File: config.mk
export PLATFORM = sky130hd
export DESIGN_NAME = conditional_mult_pipe
export DESIGN_NICKNAME = d
export VERILOG_FILES = /design/src/rtl/cmult_pkg.sv /design/src/rtl/conditional_mult_pipe_round_sat.sv /design/src/rtl/conditional_mult_pipe.sv
export SDC_FILE = /design/constraint.sdc
export NUM_CORES = 1
export LEC_CHECK = 0
export CAP_MARGIN = 40
export CORE_ASPECT_RATIO = 2
export CORE_MARGIN = 2
export CORE_UTILIZATION = 35
export CTS_CLUSTER_SIZE = 28
export DETAILED_ROUTE_END_ITERATION = 12
export PLACE_DENSITY = 0.61
export SLEW_MARGIN = 20
export SYNTH_ARGS = -nofsm -noshare
export SYNTH_HDL_FRONTEND = slang
export SYNTH_HIERARCHICAL = 1
export SYNTH_SLANG_ARGS = --single-unit
File: constraint.sdc
create_clock -name Clk -period 5.07 [get_ports Clk]
set_input_delay 1.521 -clock Clk [delete_from_list [all_inputs] [get_ports Clk]]
set_output_delay 1.521 -clock Clk [all_outputs]
set_load 0.05 [all_outputs]
File: src/rtl/cmult_pkg.sv
// Shared types for the conditional multiplier pipeline: per-sample mode and stage control.
package cmult_pkg;

  typedef enum logic [1:0] {
    CM_BYPASS = 2'b00,
    CM_MULT   = 2'b01,
    CM_SCALED = 2'b10,
    CM_ZERO   = 2'b11
  } cmult_mode_e;

  // Control carried alongside each stage's product; dataa travels in a parallel
  // array because its width is a module parameter.
  typedef struct packed {
    logic        valid;
    cmult_mode_e mode;
  } cmult_stage_t;

endpackage

File: src/rtl/conditional_mult_pipe_round_sat.sv
// Combinational round-half-up, shift and clip of a full-width product to A_WIDTH,
// re-extended to OUT_WIDTH.
module round_sat #(
  parameter int OUT_WIDTH = 32,
  parameter int A_WIDTH   = 16,
  parameter int FRAC_BITS = 15,
  parameter int SIGNED    = 1
) (
  input  logic [OUT_WIDTH-1:0] product,
  output logic [OUT_WIDTH-1:0] result,
  output logic                 sat
);

  localparam int RW = OUT_WIDTH + 1;
  localparam logic [RW-1:0] HALF = RW'(1) << (FRAC_BITS - 1);

  logic [RW-1:0]      ext;
  logic [RW-1:0]      sum;
  logic [RW-1:0]      r;
  logic [A_WIDTH-1:0] clip;

  always_comb begin
    // One guard bit keeps the rounding add from wrapping.
    ext = {(SIGNED != 0) && product[OUT_WIDTH-1], product};
    sum = ext + HALF;
    if (SIGNED != 0) begin
      r   = $signed(sum) >>> FRAC_BITS;
      sat = !((&r[RW-1:A_WIDTH-1]) || !(|r[RW-1:A_WIDTH-1]));
      if (!sat)
        clip = r[A_WIDTH-1:0];
      else if (r[RW-1])
        clip = {1'b1, {(A_WIDTH-1){1'b0}}};
      else
        clip = {1'b0, {(A_WIDTH-1){1'b1}}};
      result = {{(OUT_WIDTH-A_WIDTH){clip[A_WIDTH-1]}}, clip};
    end else begin
      r      = sum >> FRAC_BITS;
      sat    = |r[RW-1:A_WIDTH];
      clip   = sat ? '1 : r[A_WIDTH-1:0];
      result = {{(OUT_WIDTH-A_WIDTH){1'b0}}, clip};
    end
  end

endmodule

File: src/rtl/conditional_mult_pipe.sv
// Global-stall pipelined multiplier with per-sample bypass/product/scaled/zero modes
// and valid/ready flow control.
module conditional_mult_pipe
  import cmult_pkg::*;
#(
  parameter int A_WIDTH   = 16,
  parameter int B_WIDTH   = 16,
  parameter int LATENCY   = 3,
  parameter int FRAC_BITS = 15,
  parameter int SIGNED    = 1
) (
  input  logic                       Clk,
  input  logic                       Reset,
  input  logic                       in_valid,
  output logic                       in_ready,
  input  logic [1:0]                 mode,
  input  logic [A_WIDTH-1:0]         dataa,
  input  logic [B_WIDTH-1:0]         datab,
  output logic                       out_valid,
  input  logic                       out_ready,
  output logic [A_WIDTH+B_WIDTH-1:0] result,
  output logic                       sat_flag
);

  localparam int OUT_WIDTH = A_WIDTH + B_WIDTH;

  logic                 advance;
  cmult_stage_t         head_ctl;
  cmult_stage_t         tail_ctl;
  logic [A_WIDTH-1:0]   tail_a;
  logic [OUT_WIDTH-1:0] a_ext;
  logic [OUT_WIDTH-1:0] b_ext;
  logic [OUT_WIDTH-1:0] head_prod;
  logic [OUT_WIDTH-1:0] tail_prod;
  logic [OUT_WIDTH-1:0] scaled_res;
  logic [OUT_WIDTH-1:0] bypass_res;
  logic                 scaled_sat;

  logic                 out_valid_q, out_valid_d;
  logic [OUT_WIDTH-1:0] result_q, result_d;
  logic                 sat_q, sat_d;

  assign advance  = !(out_valid_q && !out_ready);
  assign in_ready = advance;

  always_comb begin
    head_ctl.valid = in_valid;
    head_ctl.mode  = cmult_mode_e'(mode);
    a_ext = (SIGNED != 0) ? {{B_WIDTH{dataa[A_WIDTH-1]}}, dataa} : {{B_WIDTH{1'b0}}, dataa};
    b_ext = (SIGNED != 0) ? {{A_WIDTH{datab[B_WIDTH-1]}}, datab} : {{A_WIDTH{1'b0}}, datab};
    head_prod = a_ext * b_ext;
  end

  // The output register is the last of the LATENCY stages; the rest carry the
  // product so synthesis can retime the multiplier across them.
  if (LATENCY == 1) begin : g_direct
    assign tail_ctl  = head_ctl;
    assign tail_a    = dataa;
    assign tail_prod = head_prod;
  end else begin : g_stages
    localparam int NREG = LATENCY - 1;

    cmult_stage_t         ctl_q  [NREG];
    cmult_stage_t         ctl_d  [NREG];
    logic [A_WIDTH-1:0]   a_q    [NREG];
    logic [A_WIDTH-1:0]   a_d    [NREG];
    logic [OUT_WIDTH-1:0] prod_q [NREG];
    logic [OUT_WIDTH-1:0] prod_d [NREG];

    always_comb begin
      ctl_d  = ctl_q;
      a_d    = a_q;
      prod_d = prod_q;
      if (advance) begin
        ctl_d[0]  = head_ctl;
        a_d[0]    = dataa;
        prod_d[0] = head_prod;
        for (int unsigned i = 1; i < NREG; i++) begin
          ctl_d[i]  = ctl_q[i-1];
          a_d[i]    = a_q[i-1];
          prod_d[i] = prod_q[i-1];
        end
      end
    end

    always_ff @(posedge Clk or posedge Reset) begin
      if (Reset) begin
        for (int unsigned i = 0; i < NREG; i++) begin
          ctl_q[i]  <= '0;
          a_q[i]    <= '0;
          prod_q[i] <= '0;
        end
      end else begin
        ctl_q  <= ctl_d;
        a_q    <= a_d;
        prod_q <= prod_d;
      end
    end

    assign tail_ctl  = ctl_q[NREG-1];
    assign tail_a    = a_q[NREG-1];
    assign tail_prod = prod_q[NREG-1];
  end

  round_sat #(
    .OUT_WIDTH (OUT_WIDTH),
    .A_WIDTH   (A_WIDTH),
    .FRAC_BITS (FRAC_BITS),
    .SIGNED    (SIGNED)
  ) u_round_sat (
    .product (tail_prod),
    .result  (scaled_res),
    .sat     (scaled_sat)
  );

  always_comb begin
    bypass_res  = (SIGNED != 0) ? {{B_WIDTH{tail_a[A_WIDTH-1]}}, tail_a}
                                : {{B_WIDTH{1'b0}}, tail_a};
    out_valid_d = out_valid_q;
    result_d    = result_q;
    sat_d       = sat_q;
    if (advance) begin
      out_valid_d = tail_ctl.valid;
      // Bubbles leave result/sat_flag holding the last delivered sample.
      if (tail_ctl.valid) begin
        case (tail_ctl.mode)
          CM_BYPASS: begin result_d = bypass_res; sat_d = 1'b0;       end
          CM_MULT:   begin result_d = tail_prod;  sat_d = 1'b0;       end
          CM_SCALED: begin result_d = scaled_res; sat_d = scaled_sat; end
          default:   begin result_d = '0;         sat_d = 1'b0;       end
        endcase
      end
    end
  end

  always_ff @(posedge Clk or posedge Reset) begin
    if (Reset) begin
      out_valid_q <= 1'b0;
      result_q    <= '0;
      sat_q       <= 1'b0;
    end else begin
      out_valid_q <= out_valid_d;
      result_q    <= result_d;
      sat_q       <= sat_d;
    end
  end

  assign out_valid = out_valid_q;
  assign result    = result_q;
  assign sat_flag  = sat_q;

endmodule

==> impl_metrics.csv <==
group,metric,value,unit
outcome,status,"complete, but fails checks",
outcome,violations,"negative setup slack",
setup_path,crit_chain,"buf_12 > buf_12 > and2_1 > fa_1 > inv_1 > fa_2 > fa_2 > fa_1 > inv_1 > fa_1 > inv_2 > fa_2 > inv_2 > ha_4 > nand3_4 > o211ai_1 > a221oi_4 > a311oi_4 > o31a_1 > or3_1 > a31o_1",
die,start_util,0.3537,
global_route,grt_pass1_vias,15245,
logic_synthesis,async_flop_share,1.000,
logic_synthesis,synthTopCellsByArea,"fa_1, dfrtp_1, nand2_1",
detailed_routing,vias_per_cell,4.870,
clock_network,cts_tree,"done",
cells_and_area,antenna_cells,0,
place,dp_hpwl,36360,µm
global_route,grt_pass1_wl,76620,µm
sta,tns,-30.14,ns
global_route,gr-usage-all-layers,0.1996,
cells_and_area,finalNetCount,2558,
setup_path,cp_max_fo,5,
setup_path,cp-end-kind,"register",
die,dieArea,0.04887,mm²
logic_synthesis,synth_cells,1882,
setup_path,reg2reg_depth,10,
logic_synthesis,synth_seq_cells,136,
clock_network,clk_pin_slew,0.06,ns
die,pin_count,73,
sta,tightest_slew,0.8460,ns
logic_synthesis,yosysTopAreaCellShare,0.3187,
cells_and_area,area_growth_syn_to_layout,33.80,%
setup_path,cpMaxStageDelayCell,"fa_2",
sta,worst_slack,-1.590,ns
detailed_routing,drc,0,
logic_synthesis,syn_nets,2265,
die,die_w,157.3,µm
setup_path,crit_required,5.39,ns
sta,fin_crit_sh,1.314,
detailed_routing,dr_wl_met2,26500,µm
sta,finalMaxSlewViolations,0,
sta,period_needed,6.660,ns
global_route,antenna_found_initial,0,
sta,skew,0.009249,ns
setup_path,slowest_delay,0.53,ns
clock_network,clockBufferDepth,2,
place,port_buffers,72,
sta,rsz0062_at_grt,"yes",
die,rows,112,
detailed_routing,top_layer,"met4",
detailed_routing,dr.pass1.iters,5,
logic_synthesis,synth_area,0.01646,mm²
min_path,holdPathStages,2,
detailed_routing,wl_met1,15700,µm
clock_network,numClockSinks,136,
flow_run,cap_viol_max_count,0,
sta,relSlewSlack,0.4313,
clock_network,cts-root-buf,"clkbuf_16",
logic_synthesis,synthFlopType,"dfrtp_1",
logic_synthesis,synth_top_area_cell,"fa_1",
logic_synthesis,yosysWarnings,6,
place,pre_cts_ws,-2.653,ns
clock_network,cts_buffers,17,
logic_synthesis,avgSynthCellArea,8.744,µm²
clock_network,clock_latency,0.43,ns
detailed_routing,wl_per_cell,16.68,µm
detailed_routing,drtIter0Drc,569,
setup_path,arrival,6.98,ns
die,core,0.04652,mm²
detailed_routing,drt_wl_total,46950,µm
die,die_h,310.7,µm
logic_synthesis,ys_seq_area_frac,0.2068,
detailed_routing,postRouteAntennaNets,0,
sta,setup_viol,25,
cells_and_area,drive_above_1_share,0.2738,
global_route,grt_max_degree,83,
detailed_routing,met3_length,1195,µm
sta,fmax,0.1501,GHz
setup_path,startpoint_type,"input pin",
place,place_congestion,0.8811,
sta,timing.final.hold_violations,0,
logic_synthesis,synth.distinct_cells,68,
clock_network,htreeDepth,4,
global_route,overflow,0,
detailed_routing,num_vias,13710,
setup_path,critPathKind,"input pin to register",
clock_network,cts_hold_buffers,0,
min_path,min_path_type,"register to register",
logic_synthesis,synth-edff-count,0,
[layer usage]
| layer | vias up | global-route usage |
|---|---|---|
| met5 | - | 0 |
| met3 | 172 | 0.01643 |
| li1 | 6404 | - |
| met2 | 322 | 0.3845 |
| met4 | 0 | 0.1298 |
| met1 | 6812 | 0.1981 |
[registers in the layout, summed over array words and instances (netlist names)]
| register | count |
|---|---|
| g_stages.a_q | 16 |
| g_stages.ctl_q | 6 |
| g_stages.prod_q | 32 |
| out_valid | 1 |
| result | 32 |
| sat_flag | 1 |
| tail_a | 16 |
| tail_prod | 32 |
[worst max-delay path, delay by kind of cell]
family	cells	cell delay (ns)
buffers and inverters	6	0.43
adder cells (fa/ha/maj)	7	3.20
AND/OR/NAND/NOR	3	0.55
AO/OA/AOI/OAI	5	1.27
[logic make-up (layout without fill, tap and decap cells)]
kind of cell / Yosys count / in the layout / synth area share
fa+ha+maj: 347 / 347 / 0.3831
xor+xnor: 33 / 33 / 0.01756
simple gates: 710 / 710 / 0.1988
mux: 17 / 17 / 0.01034
compound gates: 231 / 231 / 0.08638
buf+inv: 408 / 714 / 0.09702
flops: 136 / 136 / 0.2068
[cells in the mapped netlist, types with 11 or more instances]
library cell and instances:
and2_1 124, ha_1 83, nand2_1 406, buf_4 16, inv_1 301, nand3_1 17, xor2_1 11, nor2_1 81
nor3_1 13, fa_1 262, a211oi_1 11, xnor2_1 22, clkbuf_1 81, dfrtp_1 136, o21ai_0 58, a21oi_1 87
mux2i_1 17
[cell type report]
class	instances	area [µm²]
flip-flops and latches	136	3403
well taps	627	784.5
fillers	4468	24510
inverters	302	1146
multi-input cells	1338	12430
repair buffers	380	3656
clock inverters	14	173.9
clock buffers	18	429.2
[stage by stage]
stage          area, µm²  instances  utilization  hold WS [ns]
2_1_floorplan      16940       1882            -        0.4309
3_3_place_gp       19360       2666       0.4161        0.4497
3_5_place_dp       19390       2669       0.4168        0.4555
4_1_cts            21660       2799       0.4656        0.4659
5_1_grt            22020       2815       0.4733        0.4851
6_report           22020       2815       0.4733        0.4628
[worst paths after layout]
check | to | slack [ns] | start
hold reg to reg | tail_a[0] | 0.46 | g_stages.a_q[16]
hold / removal | tail_a[0] | 0.46 | g_stages.a_q[16]
setup reg to reg | result[4] | 1.97 | tail_prod[15]
setup / recovery | g_stages.prod_q[60] | -1.59 | datab[6]
max in group asynchronous | result[24] | 2.62 | Reset
min in group asynchronous | tail_a[1] | 1.55 | Reset
[cells in the final DEF (no fill, tap or decap), types with 6 or more instances in the layout]
cell type / netlist / final
nand2_1: 406 / 390
inv_1: 301 / 261
fa_1: 262 / 239
buf_4: 16 / 207
dfrtp_1: 136 / 136
and2_1: 124 / 83
buf_6: 0 / 79
nor2_1: 81 / 74
a21oi_1: 87 / 72
ha_1: 83 / 62
o21ai_0: 58 / 46
and2_4: 0 / 41
clkdlybuf4s50_1: 0 / 40
inv_2: 0 / 36
fa_2: 0 / 23
buf_12: 0 / 21
mux2i_1: 17 / 17
ha_4: 0 / 17
clkbuf_16: 0 / 17
xnor2_1: 22 / 16
buf_2: 4 / 16
nand2_2: 0 / 13
nand3_1: 17 / 12
a21oi_2: 1 / 12
xor2_1: 11 / 11
o21ai_1: 8 / 11
nor3_1: 13 / 10
o211ai_1: 9 / 9
buf_8: 0 / 9
nor3b_1: 9 / 8
nand4_1: 8 / 8
a211oi_1: 11 / 8
or3_1: 7 / 7
xnor2_2: 0 / 6
o21ai_2: 1 / 6
o21a_1: 6 / 6
clkinv_4: 0 / 6
nor4_1: 6 / 6
[timing repair]
action                                  CTS  global route
cloned                                    6             0
gates resized for setup                 368            72
endpoints found under the hold margin     0             0
endpoints found under the setup margin   26            26
pin swaps                               169           120
buffers inserted                         94            22
Power is not shown: default switching activity piles up to over one toggle a cycle in this logic, so the estimate is an artifact.
